--- src/rtl/clock_if.sv ---
`default_nettype none
// +------------------------------------------------------------------+
// | Module   : clock_if                                              |
// | Function : control/preset inputs and time outputs of the clock   |
// | Revision : 1.0                                                   |
// +------------------------------------------------------------------+
interface clock_if;
    logic       switch;
    logic [2:0] mode;
    logic [4:0] inhrs;
    logic [5:0] inmin;
    logic [5:0] insec;
    logic [4:0] outhrs;
    logic [5:0] outmin;
    logic [5:0] outsec;

    modport master (
        output switch, mode, inhrs, inmin, insec,
        input  outhrs, outmin, outsec
    );

    modport slave (
        input  switch, mode, inhrs, inmin, insec,
        output outhrs, outmin, outsec
    );
endinterface
`default_nettype wire

--- src/rtl/clock.sv ---
`default_nettype none
// +------------------------------------------------------------------+
// | Module   : clock                                                 |
// | Function : time-of-day clock with 12h view, stopwatch, countdown |
// | Revision : 1.0                                                   |
// +------------------------------------------------------------------+
module clock #(
    parameter int TICK_DIV = 100_000_000
) (
    input  wire       clk,
    input  wire       rst_n,
    clock_if.slave    bus
);

    localparam int                  c_cnt_w   = (TICK_DIV > 2) ? $clog2(TICK_DIV) : 1;
    localparam logic [c_cnt_w-1:0]  c_cnt_max = c_cnt_w'(TICK_DIV - 1);
    localparam logic [c_cnt_w-1:0]  c_cnt_one = c_cnt_w'(1);

    localparam logic [2:0] c_mode_24h   = 3'd0;
    localparam logic [2:0] c_mode_12h   = 3'd1;
    localparam logic [2:0] c_mode_stopw = 3'd2;
    localparam logic [2:0] c_mode_down  = 3'd3;

    function automatic logic [4:0] sat_hrs(input logic [4:0] h);
        return (h > 5'd23) ? 5'd23 : h;
    endfunction

    function automatic logic [5:0] sat_ms(input logic [5:0] v);
        return (v > 6'd59) ? 6'd59 : v;
    endfunction

    function automatic logic [4:0] to_12h(input logic [4:0] h);
        logic [4:0] res;
        if (h == 5'd0) begin
            res = 5'd12;
        end else if (h > 5'd12) begin
            res = h - 5'd12;
        end else begin
            res = h;
        end
        return res;
    endfunction

    logic [c_cnt_w-1:0] r_cnt;
    logic               r_tick;
    logic [4:0]         r_hrs;
    logic [5:0]         r_min;
    logic [5:0]         r_sec;
    logic [4:0]         r_outhrs;
    logic [5:0]         r_outmin;
    logic [5:0]         r_outsec;

    logic               w_step;
    logic               w_sec_max;
    logic               w_min_max;
    logic               w_sec_zero;
    logic               w_min_zero;
    logic               w_all_zero;
    logic [4:0]         w_inc_hrs;
    logic [5:0]         w_inc_min;
    logic [5:0]         w_inc_sec;
    logic [4:0]         w_dec_hrs;
    logic [5:0]         w_dec_min;
    logic [5:0]         w_dec_sec;
    logic [4:0]         w_hrs_nxt;
    logic [5:0]         w_min_nxt;
    logic [5:0]         w_sec_nxt;

    // Tick is registered so the first step lands a full TICK_DIV cycles
    // after the edge that first samples switch=0.
    always_ff @(posedge clk or negedge rst_n) begin
        if (!rst_n) begin
            r_cnt  <= '0;
            r_tick <= 1'b0;
        end else if (bus.switch) begin
            r_cnt  <= '0;
            r_tick <= 1'b0;
        end else if (r_cnt == c_cnt_max) begin
            r_cnt  <= '0;
            r_tick <= 1'b1;
        end else begin
            r_cnt  <= r_cnt + c_cnt_one;
            r_tick <= 1'b0;
        end
    end

    assign w_step = r_tick & ~bus.switch;

    always_comb begin
        w_sec_max  = (r_sec == 6'd59);
        w_min_max  = (r_min == 6'd59);
        w_sec_zero = (r_sec == 6'd0);
        w_min_zero = (r_min == 6'd0);
        w_all_zero = w_sec_zero && w_min_zero && (r_hrs == 5'd0);

        w_inc_sec = w_sec_max ? 6'd0 : r_sec + 6'd1;
        w_inc_min = r_min;
        w_inc_hrs = r_hrs;
        if (w_sec_max) begin
            w_inc_min = w_min_max ? 6'd0 : r_min + 6'd1;
            if (w_min_max) begin
                w_inc_hrs = (r_hrs == 5'd23) ? 5'd0 : r_hrs + 5'd1;
            end
        end

        // Only used when the count is non-zero, so hours cannot underflow.
        w_dec_sec = w_sec_zero ? 6'd59 : r_sec - 6'd1;
        w_dec_min = r_min;
        w_dec_hrs = r_hrs;
        if (w_sec_zero) begin
            w_dec_min = w_min_zero ? 6'd59 : r_min - 6'd1;
            if (w_min_zero) begin
                w_dec_hrs = r_hrs - 5'd1;
            end
        end
    end

    always_comb begin
        w_hrs_nxt = r_hrs;
        w_min_nxt = r_min;
        w_sec_nxt = r_sec;
        case (bus.mode)
            c_mode_24h, c_mode_12h: begin
                if (bus.switch) begin
                    w_hrs_nxt = sat_hrs(bus.inhrs);
                    w_min_nxt = sat_ms(bus.inmin);
                    w_sec_nxt = sat_ms(bus.insec);
                end else if (w_step) begin
                    w_hrs_nxt = w_inc_hrs;
                    w_min_nxt = w_inc_min;
                    w_sec_nxt = w_inc_sec;
                end
            end
            c_mode_stopw: begin
                if (bus.switch) begin
                    w_hrs_nxt = 5'd0;
                    w_min_nxt = 6'd0;
                    w_sec_nxt = 6'd0;
                end else if (w_step) begin
                    w_hrs_nxt = w_inc_hrs;
                    w_min_nxt = w_inc_min;
                    w_sec_nxt = w_inc_sec;
                end
            end
            c_mode_down: begin
                if (bus.switch) begin
                    w_hrs_nxt = sat_hrs(bus.inhrs);
                    w_min_nxt = sat_ms(bus.inmin);
                    w_sec_nxt = sat_ms(bus.insec);
                end else if (w_step && !w_all_zero) begin
                    w_hrs_nxt = w_dec_hrs;
                    w_min_nxt = w_dec_min;
                    w_sec_nxt = w_dec_sec;
                end
            end
            default: begin
            end
        endcase
    end

    always_ff @(posedge clk or negedge rst_n) begin
        if (!rst_n) begin
            r_hrs <= 5'd0;
            r_min <= 6'd0;
            r_sec <= 6'd0;
        end else begin
            r_hrs <= w_hrs_nxt;
            r_min <= w_min_nxt;
            r_sec <= w_sec_nxt;
        end
    end

    // Freeze modes (mode[2] set) hold the displayed value as well.
    always_ff @(posedge clk or negedge rst_n) begin
        if (!rst_n) begin
            r_outhrs <= 5'd0;
            r_outmin <= 6'd0;
            r_outsec <= 6'd0;
        end else if (!bus.mode[2]) begin
            r_outhrs <= (bus.mode == c_mode_12h) ? to_12h(r_hrs) : r_hrs;
            r_outmin <= r_min;
            r_outsec <= r_sec;
        end
    end

    assign bus.outhrs = r_outhrs;
    assign bus.outmin = r_outmin;
    assign bus.outsec = r_outsec;

endmodule
`default_nettype wire

--- src/flat_wrapper.sv ---
// flat-port wrapper written by rule: the top's interface ports become plain ports
module clock_flat 
#(
    parameter int TICK_DIV = 100_000_000
)
  (clk, rst_n, bus_switch, bus_mode, bus_inhrs, bus_inmin, bus_insec, bus_outhrs, bus_outmin, bus_outsec);
  clock_if bus_i ();
  input  wire clk;
  input  wire rst_n;
  input wire logic [$bits(bus_i.switch)-1:0] bus_switch;
  input wire logic [$bits(bus_i.mode)-1:0] bus_mode;
  input wire logic [$bits(bus_i.inhrs)-1:0] bus_inhrs;
  input wire logic [$bits(bus_i.inmin)-1:0] bus_inmin;
  input wire logic [$bits(bus_i.insec)-1:0] bus_insec;
  output wire logic [$bits(bus_i.outhrs)-1:0] bus_outhrs;
  output wire logic [$bits(bus_i.outmin)-1:0] bus_outmin;
  output wire logic [$bits(bus_i.outsec)-1:0] bus_outsec;
  assign bus_i.switch = bus_switch;
  assign bus_i.mode = bus_mode;
  assign bus_i.inhrs = bus_inhrs;
  assign bus_i.inmin = bus_inmin;
  assign bus_i.insec = bus_insec;
  assign bus_outhrs = bus_i.outhrs;
  assign bus_outmin = bus_i.outmin;
  assign bus_outsec = bus_i.outsec;
  clock #(.TICK_DIV(TICK_DIV)) u_core (.clk(clk), .rst_n(rst_n), .bus(bus_i));
endmodule
--- config.mk ---
export PLATFORM = sky130hd
export DESIGN_NAME = clock_flat
export DESIGN_NICKNAME = d
export VERILOG_FILES = /design/src/rtl/clock_if.sv /design/src/rtl/clock.sv /design/src/flat_wrapper.sv
export SDC_FILE = /design/constraint.sdc
export NUM_CORES = 1
export LEC_CHECK = 0
export ABC_CLOCK_PERIOD_IN_PS = 6100
export BUFFER_PORTS_ARGS = -buffer_cell sky130_fd_sc_hd__buf_2
export CAP_MARGIN = 20
export CORE_MARGIN = 4
export CORE_UTILIZATION = 45
export DETAILED_ROUTE_END_ITERATION = 10
export GPL_TIMING_DRIVEN = 1
export PLACE_DENSITY = 0.75
export SYNTH_ARGS = -nofsm -noshare
export SYNTH_HDL_FRONTEND = slang
export SYNTH_SLANG_ARGS = --single-unit
--- constraint.sdc ---
create_clock -name clk -period 6.1 [get_ports clk]
set_clock_uncertainty 0.1 [all_clocks]
set_input_delay 0.305 -clock clk [delete_from_list [all_inputs] [get_ports clk]]
set_output_delay 0.305 -clock clk [all_outputs]
set_load 0.005 [all_outputs]
==> results of run 1 <==
==> stage by stage <==
step	power (µW)	setup slack, ns
after floorplan	671	3.96
after global placement	755	3.58
after detailed placement	764	3.46
after CTS	1130	3.56
after global routing	1180	3.35
final	1120	3.50
==> how the worst min path moves through the flow <==
stage / from / endpoint / slack [ns] / depth (start not counted)
3_5_place_dp: u_core.bus.outhrs[4]$_DFFE_PN0N_ / u_core.bus.outhrs[4]$_DFFE_PN0N_ / 0.37 / 2
2_1_floorplan: rst_n / u_core.bus.outhrs[0]$_DFFE_PN0N_ / -0.09 / 0
6_report: rst_n / u_core.bus.outmin[4]$_DFFE_PN0N_ / 0.01 / 2
4_1_cts: rst_n / u_core.bus.outmin[4]$_DFFE_PN0N_ / 0.05 / 2
5_1_grt: rst_n / u_core.bus.outmin[5]$_DFFE_PN0N_ / 0.1 / 2
3_3_place_gp: u_core.bus.outmin[4]$_DFFE_PN0N_ / u_core.bus.outmin[4]$_DFFE_PN0N_ / 0.36 / 2
==> cell usage in the layout (no fill, tap or decap), drive strengths merged, types with 4 or more instances in the layout <==
cell type | netlist | final
a22o | 7 | 7
inv | 16 | 16
xnor2 | 6 | 6
nand4 | 14 | 14
buf | 8 | 42
a31oi | 7 | 7
and2 | 4 | 4
dfrtp | 62 | 62
clkbuf | 12 | 12
and3 | 7 | 7
ha | 12 | 12
nand2b | 6 | 6
nor4 | 8 | 8
nor4b | 6 | 6
a41o | 4 | 4
nand3 | 23 | 23
nor3 | 6 | 6
mux2i | 4 | 4
nor2 | 54 | 54
clkinv | 1 | 4
a21oi | 10 | 10
and4 | 7 | 7
nand2 | 35 | 35
a211oi | 4 | 4
o21ai | 33 | 33
xor2 | 23 | 23
nor2b | 5 | 5
mux2 | 7 | 7
==> cell type report <==
| class | count | area share [%] |
|---|---|---|
| well taps | 105 | 2.99 |
| repair buffers | 43 | 5.07 |
| clock buffers | 11 | 2.99 |
| inverters | 17 | 1.45 |
| clock inverters | 5 | 1.37 |
| flip-flops and latches | 62 | 35.3 |
| multi-input cells | 344 | 50.9 |
==> sequential cells by signal (all words and copies together), names as in the netlist <==
name,flops
u_core.bus.outsec,6
u_core.r_cnt,27
u_core.bus.outmin,6
u_core.bus.outhrs,5
u_core.r_hrs,5
u_core.r_min,6
u_core.r_tick,1
u_core.r_sec,6
==> metal layers <==
metal  vias to the layer above  global-route usage [%]  share of wire, %
met3                        18                    5.85               7.5
met4                         0                    6.13               1.6
met1                      1686                    26.2                43
met5                         -                       0                 0
li1                       1707                       -                 -
met2                       133                    33.2                48
==> logic make-up after synthesis <==
kind of cell | count (synthesis) | synth area share (%)
adders and majority gates | 12 | 3.81
DFF | 62 | 39.4
AOI/OAI and AO/OA | 102 | 17.9
muxes | 11 | 3.02
and+or+nand+nor | 190 | 25.6
xor gates and xnor gates | 29 | 6.44
buffers and inverters | 37 | 3.90
==> power by group <==
part,switching (µW),internal (µW)
Clock,174,190
Combinational,135,107
Sequential,62.5,454
==> critical path: stages (launching register included) <==
cell	delay (ns)
dfrtp_1	0.47
inv_1	0.14
ha_1	0.21
nor3b_1	0.48
and2_1	0.31
a41o_1	0.39
o21ai_0	0.20
a22o_1	0.21
==> synthesized netlist by cell type, types with 2 or more instances <==
cell / number
o32a_1: 2
nor3_1: 6
nor4_1: 7
buf_2: 6
o211ai_1: 3
a41o_1: 4
o31ai_1: 2
a31oi_1: 7
nand4_1: 14
a21oi_1: 10
a32oi_1: 2
nor3b_1: 2
nor4b_1: 5
nand2b_1: 6
o22ai_1: 3
o311ai_0: 2
xor2_1: 23
o221ai_1: 3
nor2b_1: 5
o21a_1: 2
and3_1: 7
clkbuf_1: 12
and2_1: 4
mux2i_1: 4
o41ai_1: 2
mux2_2: 7
and4_1: 7
nand3_1: 23
nand3b_1: 3
inv_1: 16
dfrtp_1: 62
o21ai_0: 32
nor2_1: 54
o32ai_1: 2
nand2_1: 35
a211oi_1: 4
or3_1: 3
and3b_1: 3
a41oi_1: 3
ha_1: 12
xnor2_1: 6
a22o_1: 7
==> metrics, run 1 <==
setup TNS=0 ns; clk sink count=62; Max clock buf depth=2; Placed Cells=570; Synth Instances=443; flop-to-flop setup slack=3.50 ns; asr flop ratio synth=100%; vias in the first global route=3544; first-pass GRT wire length=16.8 mm; I/O pin count=40; type of origin of the critical path=flip-flop; Setup Crit Path Kind=flip-flop to flip-flop; Worst VDD drop=0.000134 V; DR WL/cell=17.1 µm; H-tree Lvls=3; critical path endpoint category=flip-flop; worst-skew pair later-pin latency=0.35 ns; measured slew at the worst slew-check pin=0.808 ns; FMAX=385 MHz; hold buffers post-CTS=0; DIE AREA=10300 µm²; Post-synth EDFFs=0; DRT iter0 DRCs=358; area grow syn2layout=11.6%; gpl congestion=0.894; antenna cells=0; vias=3544; overall routed net length=10.0 mm; multi-input logic area=2240 µm²; Yosys top cell by area=dfrtp_1; Final Util=52.5%; Seq/Total Area, Yosys=39.4%; CTS tree=done; Yosys cell types=63; relative slew slack=46.2%; Ys Warns=0; Fin. Hold Viols=0; maxcap violations=0; initial core utilization=47.0%; Post CTS Setup Buffer Count=0; Overflow after GRT=0; fillcell total=783; PwrDens=255 nW/µm²; Mean Syn Cell Area=8.90 µm²; Port-buffer cells=39; CTS buffer count=9; WP data required=6.25 ns; Yosys reg bits=62; clock transition at the registers of the reported paths=0.08 ns; unrepaired setup endpoints after global routing=no; CTS resizes=0; LEAKAGE=0.00194 µW; Reg2Reg Capture Point=u_core.r_hrs[1]$_DFFE_PN0P_; CTS Root Cell=clkbuf_8; period utilization=42.6%; final net count=512; Worst EP arrival=2.74 ns; CP startpoint=u_core.r_sec[0]$_DFFE_PN0P_; post-synthesis net count=478; status=finished clean; Worst Reg-to-Reg Cells=7; final hold slack=0.0118 ns; chip width=102 µm; Hold/Removal Path Class=primary input to asynchronous set/reset pin; Rows=33; CP Max Fanout=9; Synth top area share=39.4%; DP HPWL=7.00 mm; Post-Syn Area=3940 µm²; FF-to-FF Start=u_core.r_sec[0]$_DFFE_PN0P_; die height=102 µm; setup violators final=0; post-route cell area=4400 µm²; placed cell area=4200 µm²; Reg area=1550 µm²; largest cells by area after synthesis=dfrtp_1 (39%), nor2_1 (5.1%), xor2_1 (5.1%), o21ai_0 (4.1%), ha_1 (3.8%); detailed-route DRC error count=0; final max-slew violation count=0; most common flop cell mapped by yosys=dfrtp_1; antenna viol nets, final=0; vias per cell=6.04; core area=8380 µm²; total track usage=20.3%; drt pass-1 iters=5; initial antenna violation count=0; largest net degree at the start of global routing=63; Non-Filler Instances=587; crit path capture=u_core.r_hrs[1]$_DFFE_PN0P_; Final min period=2.60 ns; proportion of layout cells with a drive suffix above 1=14.3%
Power figures use the tool's default switching activity.
==> run 2, diff against run 1 <==
--- a/config.mk
+++ b/config.mk
@@ -5,14 +5,14 @@
 export SDC_FILE = /design/constraint.sdc
 export NUM_CORES = 1
 export LEC_CHECK = 0
-export ABC_CLOCK_PERIOD_IN_PS = 6100
+export ABC_CLOCK_PERIOD_IN_PS = 2150
 export BUFFER_PORTS_ARGS = -buffer_cell sky130_fd_sc_hd__buf_2
 export CAP_MARGIN = 20
 export CORE_MARGIN = 4
 export CORE_UTILIZATION = 45
 export DETAILED_ROUTE_END_ITERATION = 10
 export GPL_TIMING_DRIVEN = 1
-export PLACE_DENSITY = 0.75
+export PLACE_DENSITY = 0.77
 export SYNTH_ARGS = -nofsm -noshare
 export SYNTH_HDL_FRONTEND = slang
 export SYNTH_SLANG_ARGS = --single-unit
==> constraint.sdc (replaced) <==
create_clock -name clk -period 2.15 [get_ports clk]
set_clock_uncertainty 0.1 [all_clocks]
set_input_delay 0.1075 -clock clk [delete_from_list [all_inputs] [get_ports clk]]
set_output_delay 0.1075 -clock clk [all_outputs]
set_load 0.005 [all_outputs]
==> run 2 against run 1 <==
  * Register-to-register slack got worse by 3.4 ns
  * Hold slack improved by 0.026 ns
  * Core utilization increased by 4.4 points
  * Clock power rose to 2.6 times the previous value
  * Critical path type unchanged
  * Largest cell class unchanged
==> metrics, run 2 (same netlist as run 1, synthesis figures left out) <==
Overflow after GRT=0; unrepaired setup endpoints after global routing=yes; crit-path cells=inv_1 > ha_1 > nor3b_4 > and3b_1 > a311oi_2 > clkdlybuf4s15_2 > a32o_1; status=finished clean; CP Max Fanout=5; vias per cell=5.99; Port-buffer cells=39; power share of the combinational group=28.2%; relative slew slack=60.8%; CTS buffer count=9; gpl congestion=0.942; H-tree Lvls=3; Flop pwr share=42.3%; Worst EP arrival=2.24 ns; max reg flops=27; drt pass-1 iters=5; clock transition at the registers of the reported paths=0.08 ns; Clock power frac=29.5%; initial antenna violation count=0; DP HPWL=7.72 mm; final worst slack=0.0613 ns; PwrDens=684 nW/µm²; worst-skew pair later-pin latency=0.36 ns; Rows=33; highest-count cells in the layout ignoring fill and taps=dfrtp_1 (62), nor2_1 (53), buf_4 (40); FMAX=479 MHz; first-pass GRT wire length=17.4 mm; NetSw=1130 µW; antenna viol nets, final=0; detailed-route DRC error count=0; Placed Cells=607; commonest non-fill, non-tap cell in the layout=dfrtp_1; vias in the first global route=3656; Fin. Hold Viols=0; maxcap violations=0; type of origin of the critical path=flip-flop; Reg with most FFs=u_core.r_cnt; Sw Share=34.5%; Hold/Removal Path Class=primary input to flip-flop; I/O pin count=40; Max clock buf depth=2; DR WL/cell=16.6 µm; largest net degree at the start of global routing=41; clk sink count=62; placed cell area=4490 µm²; final net count=555; Setup Crit Path Kind=flip-flop to flip-flop; antenna cells=0; CTS tree=done; total track usage=21.3%; Non-Filler Instances=630; vias=3774; post-route cell area=4770 µm²; overall routed net length=10.5 mm; Top delay family on crit path=simple AND/OR/NAND/NOR gates; CTS Root Cell=clkbuf_8; period utilization=97.2%; initial core utilization=47.0%; LEAKAGE=0.00216 µW; setup violators final=0; dpl ws=-0.0153 ns; max incr delay on CP=0.38 ns; Worst VDD drop=0.000393 V; Crit-path slowest cell=dfrtp_1; setup TNS=0 ns; DRT iter0 DRCs=398; WP data required=2.30 ns; area grow syn2layout=21.0%; Int Power=2130 µW; DIE AREA=10300 µm²; CP bufs+invs=2; measured slew at the worst slew-check pin=0.588 ns; proportion of layout cells with a drive suffix above 1=21.7%; chip width=102 µm; critical path endpoint category=flip-flop; Final min period=2.09 ns; die height=102 µm; final max-slew violation count=0; core area=8380 µm²
## run 2: worst register-to-register path, stage by stage, from the launching register on
cell and delay [ns]:
dfrtp_1 0.38, inv_1 0.09, ha_1 0.24, nor3b_4 0.31, and3b_1 0.23, a311oi_2 0.12, clkdlybuf4s15_2 0.28, a32o_1 0.24
## run 2: power by group through the flow
stage | sequential (µW) | combinational [µW] | clock [µW]
final | 1380 | 918 | 962
after global routing | 1400 | 1010 | 1040
after CTS | 1380 | 899 | 974
after detailed placement | 1400 | 886 | 0
after global placement | 1390 | 872 | 0
after floorplan | 1410 | 494 | 0
## run 2: per-layer routing
layer | vias up | GRT usage [%] | wire (µm) | share of wire [%]
met3 | 22 | 4.41 | 724 | 6.9
met5 | - | 0 | 0 | 0
met1 | 1811 | 27.8 | 4550 | 43
met4 | 0 | 9.10 | 218 | 2.1
li1 | 1791 | - | - | -
met2 | 150 | 34.4 | 4980 | 48
## run 2: area by class of cell
cell class / instances / area, µm²
fillers: 762 / 3610
multi-input cells: 344 / 2260
flip-flops and latches: 62 / 1550
repair buffers: 86 / 577
well taps: 105 / 131
clock buffers: 9 / 124
inverters: 17 / 63.8
clock inverters: 7 / 56.3
## run 2: path summary, 6_finish.rpt
check | start | end | slack (ns) | cells past startpoint
max in group asynchronous | rst_n | u_core.bus.outsec[3]$_DFFE_PN0N_ | 1.16 | 3
setup reg to reg | u_core.r_sec[0]$_DFFE_PN0P_ | u_core.r_sec[1]$_DFFE_PN0P_ | 0.06 | 7
min in group asynchronous | rst_n | u_core.bus.outmin[2]$_DFFE_PN0N_ | 0.17 | 2
hold reg to reg | u_core.r_cnt[0]$_DFF_PN0_ | u_core.r_cnt[0]$_DFF_PN0_ | 0.38 | 1
hold / removal | bus_insec[5] | u_core.r_sec[5]$_DFFE_PN0P_ | 0.04 | 4
setup / recovery | u_core.r_sec[0]$_DFFE_PN0P_ | u_core.r_sec[1]$_DFFE_PN0P_ | 0.06 | 7
## run 2: stage by stage
step	utilization [%]	power, µW	hold WS [ns]
after global routing	56.9	3450	0.0516
final	56.9	3260	0.0381
after global placement	53.6	2260	0.0406
after floorplan	-	1900	-0.288
after CTS	56.4	3250	0.0150
after detailed placement	53.6	2280	0.0360
## run 2: timing repair
action | CTS | global route
endpoints found under the hold margin | 26 | 0
hold buffers | 5 | 0
resized for setup | 1 | 5
gates cloned | 0 | 1
pin swaps | 0 | 1
setup buffers | 0 | 1
setup endpoints to repair | 4 | 11
